**src/rtl/ram_uart_loader_pkg.sv**
```systemverilog
// -----------------------------------------------------------------------------
// ram_uart_loader_pkg
// Shared types and constants for the UART-driven RAM loader:
//   - cmd_state_e : command FSM states (top module)
//   - rx_state_e  : UART receiver bit-level states (uart_rx_byte)
//   - OP_WRITE / OP_READ opcodes and the ACK_BYTE response
//   - accepts_byte(): states in which an incoming byte is consumed by the FSM
// -----------------------------------------------------------------------------
package ram_uart_loader_pkg;

    localparam logic [7:0] OP_WRITE = 8'h57;  // 'W'
    localparam logic [7:0] OP_READ  = 8'h52;  // 'R'
    localparam logic [7:0] ACK_BYTE = 8'h06;

    typedef enum logic [3:0] {
        S_IDLE,
        S_ADDR_HI,
        S_ADDR_LO,
        S_DATA_HI,
        S_DATA_LO,
        S_WRITE,
        S_ACK,
        S_READ_REQ,
        S_READ_WAIT,
        S_TX_HI,
        S_TX_LO
    } cmd_state_e;

    typedef enum logic [1:0] {
        RX_IDLE,
        RX_START,
        RX_DATA,
        RX_STOP
    } rx_state_e;

    // Bytes arriving outside these states have nowhere to go and are dropped.
    function automatic logic accepts_byte(input cmd_state_e s);
        return (s == S_IDLE)    || (s == S_ADDR_HI) || (s == S_ADDR_LO) ||
               (s == S_DATA_HI) || (s == S_DATA_LO);
    endfunction

endpackage

```
**src/rtl/ram_uart_loader_uart_rx.sv**
```systemverilog
// -----------------------------------------------------------------------------
// uart_rx_byte
// 8N1 UART receiver: 2-flop synchroniser, falling-edge start detection,
// mid-bit sampling, stop-bit framing check.
// Ports:
//   clk         in   system clock
//   rst         in   synchronous active-high reset
//   rx_i        in   asynchronous UART line, idle high
//   byte_o      out  last good received byte (valid with byte_stb_o)
//   byte_stb_o  out  1-cycle pulse per good byte
//   frame_err_o out  1-cycle pulse when the stop bit samples low
// -----------------------------------------------------------------------------
module uart_rx_byte #(
    parameter int CLKS_PER_BIT = 868
) (
    input  logic       clk,
    input  logic       rst,
    input  logic       rx_i,
    output logic [7:0] byte_o,
    output logic       byte_stb_o,
    output logic       frame_err_o
);
    import ram_uart_loader_pkg::*;

    localparam int CNT_W = (CLKS_PER_BIT > 1) ? $clog2(CLKS_PER_BIT) : 1;
    localparam logic [CNT_W-1:0] CNT_FULL = CNT_W'(CLKS_PER_BIT - 1);
    localparam logic [CNT_W-1:0] CNT_HALF = CNT_W'(CLKS_PER_BIT / 2 - 1);

    logic rx_meta_q, rx_sync_q, rx_prev_q;

    rx_state_e        state_q, state_d;
    logic [CNT_W-1:0] cnt_q, cnt_d;
    logic [2:0]       bit_q, bit_d;
    logic [7:0]       shift_q, shift_d;
    logic [7:0]       byte_q, byte_d;
    logic             stb_q, stb_d;
    logic             ferr_q, ferr_d;

    // Synchroniser resets high so reset release never looks like a start edge.
    // NOTE: sequential state uses non-blocking assignments so every flop
    // samples the pre-edge value of its neighbours.
    always_ff @(posedge clk) begin
        if (rst) begin
            rx_meta_q <= 1'b1;
            rx_sync_q <= 1'b1;
            rx_prev_q <= 1'b1;
        end else begin
            rx_meta_q <= rx_i;
            rx_sync_q <= rx_meta_q;
            rx_prev_q <= rx_sync_q;
        end
    end

    // NOTE: the shift register and byte holder are reset too; they are small
    // flops, not a memory array, and a defined byte_o after reset costs nothing.
    always_ff @(posedge clk) begin
        if (rst) begin
            state_q <= RX_IDLE;
            cnt_q   <= '0;
            bit_q   <= '0;
            shift_q <= '0;
            byte_q  <= '0;
            stb_q   <= 1'b0;
            ferr_q  <= 1'b0;
        end else begin
            state_q <= state_d;
            cnt_q   <= cnt_d;
            bit_q   <= bit_d;
            shift_q <= shift_d;
            byte_q  <= byte_d;
            stb_q   <= stb_d;
            ferr_q  <= ferr_d;
        end
    end

    // NOTE: every signal written here gets a default first, so no path can
    // leave one unassigned and infer a latch.
    always_comb begin
        state_d = state_q;
        cnt_d   = cnt_q;
        bit_d   = bit_q;
        shift_d = shift_q;
        byte_d  = byte_q;
        stb_d   = 1'b0;
        ferr_d  = 1'b0;

        unique case (state_q)
            RX_IDLE: begin
                if (rx_prev_q && !rx_sync_q) begin
                    state_d = RX_START;
                    cnt_d   = '0;
                end
            end
            RX_START: begin
                // Half a bit in: a high line means a glitch, abort quietly.
                if (cnt_q == CNT_HALF) begin
                    cnt_d   = '0;
                    bit_d   = '0;
                    state_d = rx_sync_q ? RX_IDLE : RX_DATA;
                end else begin
                    cnt_d = cnt_q + CNT_W'(1);
                end
            end
            RX_DATA: begin
                if (cnt_q == CNT_FULL) begin
                    cnt_d   = '0;
                    shift_d = {rx_sync_q, shift_q[7:1]};  // LSB arrives first
                    if (bit_q == 3'd7) begin
                        state_d = RX_STOP;
                    end else begin
                        bit_d = bit_q + 3'd1;
                    end
                end else begin
                    cnt_d = cnt_q + CNT_W'(1);
                end
            end
            RX_STOP: begin
                if (cnt_q == CNT_FULL) begin
                    cnt_d   = '0;
                    state_d = RX_IDLE;
                    if (rx_sync_q) begin
                        byte_d = shift_q;
                        stb_d  = 1'b1;
                    end else begin
                        ferr_d = 1'b1;
                    end
                end else begin
                    cnt_d = cnt_q + CNT_W'(1);
                end
            end
            default: state_d = RX_IDLE;
        endcase
    end

    assign byte_o      = byte_q;
    assign byte_stb_o  = stb_q;
    assign frame_err_o = ferr_q;

endmodule

```
**src/rtl/ram_uart_loader.sv**
```systemverilog
// -----------------------------------------------------------------------------
// ram_uart_loader
// Decodes UART command streams into block-RAM accesses and streams read data
// back toward a UART transmitter.
//   'W' AH AL DH DL : write {DH,DL} to {AH,AL}[ADDR_W-1:0]
//   'R' AH AL       : read word, return high byte then low byte
// Optional build macro: RAM_UART_LOADER_ACK_EN -- when defined, each write is
// answered with a single ACK_BYTE (0x06) on the TX handshake.
// Ports:
//   clk, rst          system clock, synchronous active-high reset
//   rx                asynchronous UART input, idle high
//   wraddr/di/wren    RAM write port (wren is a 1-cycle pulse)
//   rdaddr/rden/do_i  RAM read port (do_i valid 1 cycle after rden); the read
//                     data port is do_i because 'do' is a reserved word
//   tx_data/tx_valid/tx_ready  response byte stream, valid/ready handshake
//   err               sticky framing / dropped-byte flag, cleared by rst
// -----------------------------------------------------------------------------
module ram_uart_loader #(
    parameter int CLK_HZ = 100_000_000,
    parameter int BAUD   = 115_200,
    parameter int ADDR_W = 10,
    parameter int DATA_W = 16
) (
    input  logic              clk,
    input  logic              rst,
    input  logic              rx,
    output logic [ADDR_W-1:0] wraddr,
    output logic [DATA_W-1:0] di,
    output logic              wren,
    output logic [ADDR_W-1:0] rdaddr,
    output logic              rden,
    input  logic [DATA_W-1:0] do_i,
    output logic [7:0]        tx_data,
    output logic              tx_valid,
    input  logic              tx_ready,
    output logic              err
);
    import ram_uart_loader_pkg::*;

    localparam int CLKS_PER_BIT = CLK_HZ / BAUD;

    logic [7:0] rx_byte;
    logic       rx_stb;
    logic       rx_ferr;

    uart_rx_byte #(
        .CLKS_PER_BIT(CLKS_PER_BIT)
    ) u_rx (
        .clk        (clk),
        .rst        (rst),
        .rx_i       (rx),
        .byte_o     (rx_byte),
        .byte_stb_o (rx_stb),
        .frame_err_o(rx_ferr)
    );

    cmd_state_e        state_q, state_d;
    logic              is_wr_q, is_wr_d;
    logic [7:0]        addr_hi_q, addr_hi_d;
    logic [ADDR_W-1:0] addr_q, addr_d;
    logic [7:0]        data_hi_q, data_hi_d;
    logic [DATA_W-1:0] data_q, data_d;
    logic [DATA_W-1:0] hold_q, hold_d;
    logic              err_q, err_d;

    always_ff @(posedge clk) begin
        if (rst) begin
            state_q   <= S_IDLE;
            is_wr_q   <= 1'b0;
            addr_hi_q <= '0;
            addr_q    <= '0;
            data_hi_q <= '0;
            data_q    <= '0;
            hold_q    <= '0;
            err_q     <= 1'b0;
        end else begin
            state_q   <= state_d;
            is_wr_q   <= is_wr_d;
            addr_hi_q <= addr_hi_d;
            addr_q    <= addr_d;
            data_hi_q <= data_hi_d;
            data_q    <= data_d;
            hold_q    <= hold_d;
            err_q     <= err_d;
        end
    end

    always_comb begin
        state_d   = state_q;
        is_wr_d   = is_wr_q;
        addr_hi_d = addr_hi_q;
        addr_d    = addr_q;
        data_hi_d = data_hi_q;
        data_d    = data_q;
        hold_d    = hold_q;
        err_d     = err_q | rx_ferr;
        wren      = 1'b0;
        rden      = 1'b0;
        tx_valid  = 1'b0;
        tx_data   = '0;

        // A byte the FSM cannot consume is lost; flag it, leave the FSM alone.
        if (rx_stb && !accepts_byte(state_q)) begin
            err_d = 1'b1;
        end

        unique case (state_q)
            S_IDLE: begin
                if (rx_stb && (rx_byte == OP_WRITE || rx_byte == OP_READ)) begin
                    is_wr_d = (rx_byte == OP_WRITE);
                    state_d = S_ADDR_HI;
                end
            end
            S_ADDR_HI: begin
                if (rx_stb) begin
                    addr_hi_d = rx_byte;
                    state_d   = S_ADDR_LO;
                end
            end
            S_ADDR_LO: begin
                if (rx_stb) begin
                    // Truncation drops address bits above ADDR_W on purpose.
                    addr_d  = ADDR_W'({addr_hi_q, rx_byte});
                    state_d = is_wr_q ? S_DATA_HI : S_READ_REQ;
                end
            end
            S_DATA_HI: begin
                if (rx_stb) begin
                    data_hi_d = rx_byte;
                    state_d   = S_DATA_LO;
                end
            end
            S_DATA_LO: begin
                if (rx_stb) begin
                    data_d  = {data_hi_q, rx_byte};
                    state_d = S_WRITE;
                end
            end
            S_WRITE: begin
                wren = 1'b1;
`ifdef RAM_UART_LOADER_ACK_EN
                state_d = S_ACK;
`else
                state_d = S_IDLE;
`endif
            end
            S_ACK: begin
                tx_valid = 1'b1;
                tx_data  = ACK_BYTE;
                if (tx_ready) state_d = S_IDLE;
            end
            S_READ_REQ: begin
                rden    = 1'b1;
                state_d = S_READ_WAIT;
            end
            S_READ_WAIT: begin
                hold_d  = do_i;
                state_d = S_TX_HI;
            end
            S_TX_HI: begin
                tx_valid = 1'b1;
                tx_data  = hold_q[15:8];
                if (tx_ready) state_d = S_TX_LO;
            end
            S_TX_LO: begin
                tx_valid = 1'b1;
                tx_data  = hold_q[7:0];
                if (tx_ready) state_d = S_IDLE;
            end
            default: state_d = S_IDLE;
        endcase
    end

    // One address register serves both ports; it only changes while a
    // command is being assembled, never during a strobe.
    assign wraddr = addr_q;
    assign rdaddr = addr_q;
    assign di     = data_q;
    assign err    = err_q;

endmodule

```
**config.mk**
```make
export PLATFORM = sky130hd
export DESIGN_NAME = ram_uart_loader
export DESIGN_NICKNAME = d
export VERILOG_FILES = /design/src/rtl/ram_uart_loader_pkg.sv /design/src/rtl/ram_uart_loader_uart_rx.sv /design/src/rtl/ram_uart_loader.sv
export SDC_FILE = /design/constraint.sdc
export NUM_CORES = 1
export LEC_CHECK = 0
export ABC_AREA = 1
export CORE_ASPECT_RATIO = 0.5
export CORE_MARGIN = 2
export CORE_UTILIZATION = 50
export CTS_BUF_LIST = sky130_fd_sc_hd__clkbuf_8
export DETAILED_ROUTE_END_ITERATION = 12
export GPL_ROUTABILITY_DRIVEN = 0
export GPL_TIMING_DRIVEN = 1
export PLACE_DENSITY_LB_ADDON = 0.1
export RECOVER_POWER = 50
export SLEW_MARGIN = 30
export SYNTH_ARGS = -nofsm -noshare
export SYNTH_HDL_FRONTEND = slang
export SYNTH_HIERARCHICAL = 1
export SYNTH_SLANG_ARGS = --single-unit
```
**constraint.sdc**
```tcl
create_clock -name clk -period 3.48 [get_ports clk]
set_input_delay 0.696 -clock clk [delete_from_list [all_inputs] [get_ports clk]]
set_output_delay 0.696 -clock clk [all_outputs]
set_load 0.02 [all_outputs]
```
==> results of run 1 <==
## placed cells by master, fill, tap and decap left out
cell,count
nand4_1,6
nand3_2,3
xor2_1,2
ha_1,4
nand3_1,43
a21oi_1,47
dfxtp_1,94
nor2_4,1
nor3_4,1
dlygate4sd3_1,1
inv_2,8
clkinv_2,1
nand2_1,81
o21ai_1,5
buf_4,1
nand2_4,1
clkbuf_1,1
inv_1,67
o21bai_1,1
or2_2,2
o21ai_0,67
clkdlybuf4s50_1,66
a21o_1,1
clkbuf_2,1
nor2_2,6
nor2_1,106
nor3_1,3
clkbuf_8,11
clkinv_1,4
nand2_2,4
inv_4,1
a22oi_1,1
## worst reg2reg max path: stages, from the launching register on
cell and delay, ns:
dfxtp_1 0.46, inv_2 0.06, nor2_2 0.38, nand2_1 0.16, nor2_2 0.38, inv_2 0.17
nor2_1 0.13, nor2_1 0.05
## state kept, by name, summed over array words and instances (netlist names), 2 cells and up, named ones only
signal        cells
u_rx/bit_q        3
u_rx/cnt_q       10
data_hi_q         8
hold_q           16
addr_hi_q         2
di               16
u_rx/byte_o       8
rdaddr           10
u_rx/shift_q      8
state_q           4
## final timing paths
path | from | end | slack, ns
max reg2reg | state_q[1]$_SDFFE_PP0P_ | rdaddr[1]$_SDFFE_PP0P_ | 1.57
max | state_q[0]$_SDFFE_PP0P_ | tx_valid | 0.41
min reg2reg | u_rx/rx_meta_q$_SDFF_PP1_ | u_rx/rx_sync_q$_SDFF_PP1_ | 0.42
min | u_rx/rx_meta_q$_SDFF_PP1_ | u_rx/rx_sync_q$_SDFF_PP1_ | 0.42
## power by group through the flow
stage	sequential, mW	combinational, mW	clock (mW)
3_3_place_gp	1.23	0.502	0
2_1_floorplan	1.22	0.402	0
3_5_place_dp	1.23	0.509	0
4_1_cts	1.20	0.512	0.663
6_report	1.20	0.509	0.642
5_1_grt	1.21	0.583	0.708
## cell usage after synthesis (all sizes together)
cell and n:
nor2 113, dfxtp 94, nand2 86, inv 73
o21ai 72, a21oi 47, nand3 46, buf 17
clkbuf 13, nand4 6, clkinv 4, ha 4
nor3 4, or2 2, xor2 2, a21o 1
a22oi 1, o21bai 1
## routing by layer
layer | global-route usage | routed length (um) | up-vias
li1 | - | - | 1971
met1 | 0.2575 | 4436 | 1632
met2 | 0.3504 | 4178 | 71
met3 | 0.06148 | 373 | 8
met4 | 0.06855 | 97 | 0
met5 | 0 | 0 | -
## cell type report
class	instances	area, um2	share of cell area
sequential	94	1882	0.3788
multi-input combinational	385	1799	0.3622
timing repair buffer	70	686.9	0.1383
inverter	77	291.5	0.05869
clock buffer	11	151.4	0.03048
tap	112	140.1	0.02821
clock inverter	4	16.27	0.003275
## per-stage QoR
| step | area (um2) | power (mW) | hold WS [ns] | instances | setup slack, ns |
|---|---|---|---|---|---|
| after detailed placement | 4806 | 1.737 | 0.4006 | 738 | 0.8278 |
| after global routing | 4967 | 2.504 | 0.4363 | 753 | 0.2439 |
| after CTS | 4974 | 2.378 | 0.4212 | 753 | 0.4057 |
| after global placement | 4806 | 1.731 | 0.3913 | 738 | 0.9107 |
| final | 4967 | 2.355 | 0.4159 | 753 | 0.4085 |
| after floorplan | 4141 | 1.618 | 0.3895 | 586 | 1.618 |
## logic make-up after synthesis
family | Yosys count | synth area share
AOI/OAI and AO/OA | 122 | 0.1492
xor gates and xnor gates | 2 | 0.004230
adders and majority gates | 4 | 0.01209
buffers and inverters | 107 | 0.1112
DFF | 94 | 0.4544
and+or+nand+nor | 257 | 0.2689
==> results.toml, run 1 <==
[outcome]
status = "finished, final reports clean"

[sta]
drv_slew = 0
slew_headroom = 0.3221
hold_viol = 0
setup_viol = 0
min_period_over_period = 0.8826
worstMarginPinSlew_ns = 1.017
fmax_mhz = 325.6
rsz0062_at_grt = "no"
period_minus_slack_ns = 3.072
worst_clock_skew_ns = 0.007100
final.setup.tns_ns = 0

[global_routing]
grt_pass1_vias = 3147
grt_max_degree = 58
overflow = 0
antenna_found_initial = 0
grt_pass1_wl_mm = 14.53
grt.total_usage = 0.2064

[setup_path]
crit_required_ns = 2.78
worst_path_max_delay_cell = "clkdlybuf4s50_1"
r2r_cells = 7
cp_max_fo = 11
worstSetupEndpointType = "output port"
slowest_delay_ns = 0.60
path_class = "reg -> out"
path_buf_inv = 2
arrival_ns = 2.38
cp.depth = 5
crit_path_cell_trace = "inv_1, nor2_1, nand2_1, nand3_2, clkdlybuf4s50_1"
path_delay_family = "simple AND/OR/NAND/NOR gates"
cp-start-kind = "register"

[cts]
cts_setup_buffers = 0
ctsHtreeMaxLevel = 3
clock-sinks = 94
path_clk_slew_ns = 0.09
cts_buffers = 9
cts_tree = "built"
root_buffer = "clkbuf_8"
clkLatencyLatePin_ns = 0.36
ctsResizeCount = 0
hold_buffers = 0
clockBufferDepth = 2

[power_and_ir_drop]
switchingPower_mw = 0.7483
intPower_mw = 1.606
power.clock.fraction = 0.273
ir_drop_uv = 221.9
combPwrFrac = 0.216
power_switching_share = 0.3178
seq_power_share = 0.511
p_leak_nw = 2.049
p_per_area_mw_per_mm2 = 474.0

[logic_synthesis]
syn_area_per_cell_um2 = 7.067
ys_seq_area_frac = 0.4544
synth_top_area_share = 0.4544
yosysWarnings = 6
yosysTopAreaCell = "dfxtp_1"
syn_inst = 586
synth.net_count = 610
yosys-top-cells-area = "dfxtp_1, nor2_1, o21ai_0"
ys_ff_latch = 94
synth_cell_types = 30
netlist_area_mm2 = 0.004141

[finish]
n_antenna_cell = 0
nets = 661
utilization = 0.6187
drive_gt1_frac = 0.06396
fillers = 790
syn2layout_area_growth_pct = 19.94

[placement]
io_buffers = 67
dp_hpwl_mm = 6.269

[drt]
drt_iter0_drc = 213
drt_wl_total_mm = 9.086
routed-via-count = 3682
ant_nets = 0
dr.pass1.iters = 4
wl_per_cell_um = 12.07
drcViolationCount = 0
vias_per_cell = 4.890

[floorplan]
fp.dieArea_mm2 = 0.009071
die_h_um = 68.36
pin_count = 68
die_x_um = 132.7
fp.coreArea_mm2 = 0.008029
initial_core_util = 0.5158
rows = 23

[min_path]
hold_class = "reg -> reg"
whs_path_depth = 1

[job]
maxCapViolations = 0
No activity file was read; power rests on OpenSTA's default activity.
==> inputs of run 2 (changes only) <==
--- a/config.mk
+++ b/config.mk
@@ -7,7 +7,7 @@
 export LEC_CHECK = 0
 export ABC_AREA = 1
 export CORE_ASPECT_RATIO = 0.5
-export CORE_MARGIN = 2
+export CORE_MARGIN = 5
 export CORE_UTILIZATION = 50
 export CTS_BUF_LIST = sky130_fd_sc_hd__clkbuf_8
 export DETAILED_ROUTE_END_ITERATION = 12
==> run 2 against run 1 <==
The run now ends with max-capacitance violations, max-slew violations left. Hold slack got worse by 0.0022 ns. Cell count fell by 0.13%. Clock power fell by 3.9%. Sequential power barely moved. Total power fell by 0.82%.
==> results.toml, run 2 (synthesized netlist as in run 1, its figures left out) <==
[sta]
worst_clock_skew_ns = 0.007749
rsz0062_at_grt = "no"
final.setup.tns_ns = 0
fmax_mhz = 326.1
hold_viol = 0
drv_slew = 58
min_period_over_period = 0.8811
worstMarginPinSlew_ns = 1.938
period_minus_slack_ns = 3.066
fin_hold_ws_ns = 0.4137
slew_headroom = -0.2922
setup_viol = 0

[floorplan]
fp.coreArea_mm2 = 0.008029
die_x_um = 138.7
initial_core_util = 0.5158
pin_count = 68
rows = 23
fp.dieArea_mm2 = 0.01031
die_h_um = 74.36

[drt]
dr.pass1.iters = 4
routed-via-count = 3758
drt_wl_total_mm = 9.307
drcViolationCount = 0
wl_per_cell_um = 12.38
ant_nets = 0
drt_iter0_drc = 300
vias_per_cell = 4.997

[cts]
clkLatencyLatePin_ns = 0.36
clock-sinks = 94
ctsResizeCount = 0
cts_setup_buffers = 0
path_clk_slew_ns = 0.09
hold_buffers = 0
cts_tree = "built"
ctsHtreeMaxLevel = 3
root_buffer = "clkbuf_8"
cts_buffers = 9
clockBufferDepth = 2

[finish]
final_cell_mix = "nor2_1, dfxtp_1, nand2_1"
layout_commonest_cell = "nor2_1"
drive_gt1_frac = 0.06250
nets = 661
n_antenna_cell = 0
syn2layout_area_growth_pct = 19.61
utilization = 0.6170
final_cells = 752

[global_routing]
grt.total_usage = 0.1848
grt.met1_usage = 0.2306
met3_usage = 0.05267
grt_pass1_vias = 3378
grt_max_degree = 58
grtUsageMet2 = 0.3191
busiest_layer = "met2"
overflow = 0
grt_pass1_wl_mm = 15.61
antenna_found_initial = 0

[setup_path]
cp_max_fo = 11
cp-start-kind = "register"
path_class = "reg -> out"
crit_required_ns = 2.78
worstSetupEndpointType = "output port"
reg2reg_setup_slack_ns = 1.56
arrival_ns = 2.37

[job]
maxCapViolations = 1

[placement]
dp_hpwl_mm = 6.441
io_buffers = 67
dp_cells = 738

[power_and_ir_drop]
p_leak_nw = 2.038
ir_drop_uv = 199.0
p_per_area_mw_per_mm2 = 471.4

[min_path]
hold_class = "reg -> reg"

[outcome]
status = "complete, but fails checks"
violations = "max-capacitance violations, max-slew violations"
-- run 2: changes by cell type in the layout (fill, tap and decap cells not counted), sizes merged --
cell / before / now
inv: 76 / 75
clkinv: 5 / 6
clkbuf: 13 / 12
-- run 2: metal layers --
layer,vias to the layer above,routed length (um)
met2,93,4286
met5,-,0
met4,0,118
li1,1962,-
met3,13,510
met1,1690,4391
-- run 2: where the power goes --
part	switching, mW	total (mW)	internal [mW]
registers	0.0575	1.20	1.15
logic	0.339	0.513	0.174
clock network	0.353	0.617	0.264
total	0.750	2.34	1.59
-- run 2: final timing paths --
| check | start | endpoint | cells after the start |
|---|---|---|---|
| max | state_q[0]$_SDFFE_PP0P_ | tx_valid | 5 |
| min | u_rx/rx_meta_q$_SDFF_PP1_ | u_rx/rx_sync_q$_SDFF_PP1_ | 1 |
| max reg2reg | state_q[1]$_SDFFE_PP0P_ | rdaddr[7]$_SDFFE_PP0P_ | 7 |
| min reg2reg | u_rx/rx_meta_q$_SDFF_PP1_ | u_rx/rx_sync_q$_SDFF_PP1_ | 1 |
-- run 2: cell type report --
| cell class | instances | area (um2) |
|---|---|---|
| inverters | 77 | 291.5 |
| multi-input cells | 385 | 1799 |
| clock inverters | 4 | 17.52 |
| flip-flops and latches | 94 | 1882 |
| fillers | 732 | 3075 |
| well taps | 112 | 140.1 |
| repair buffers | 70 | 685.7 |
| clock buffers | 10 | 137.6 |
-- run 2: critical path, stage by stage, from the launching register on --
cell	delay (ns)
dfxtp_1	0.42
inv_1	0.11
nor2_1	0.59
nand2_1	0.18
nand3_2	0.12
clkdlybuf4s50_1	0.60
-- run 2: through the flow --
stage	power [mW]	worst slack, ns	cell area (um2)
final	2.335	0.4136	4954
after global routing	2.483	0.2306	4954
after CTS	2.354	0.3943	4961
after detailed placement	1.738	0.8055	4806
after global placement	1.734	0.9021	4806
after floorplan	1.618	1.618	4141
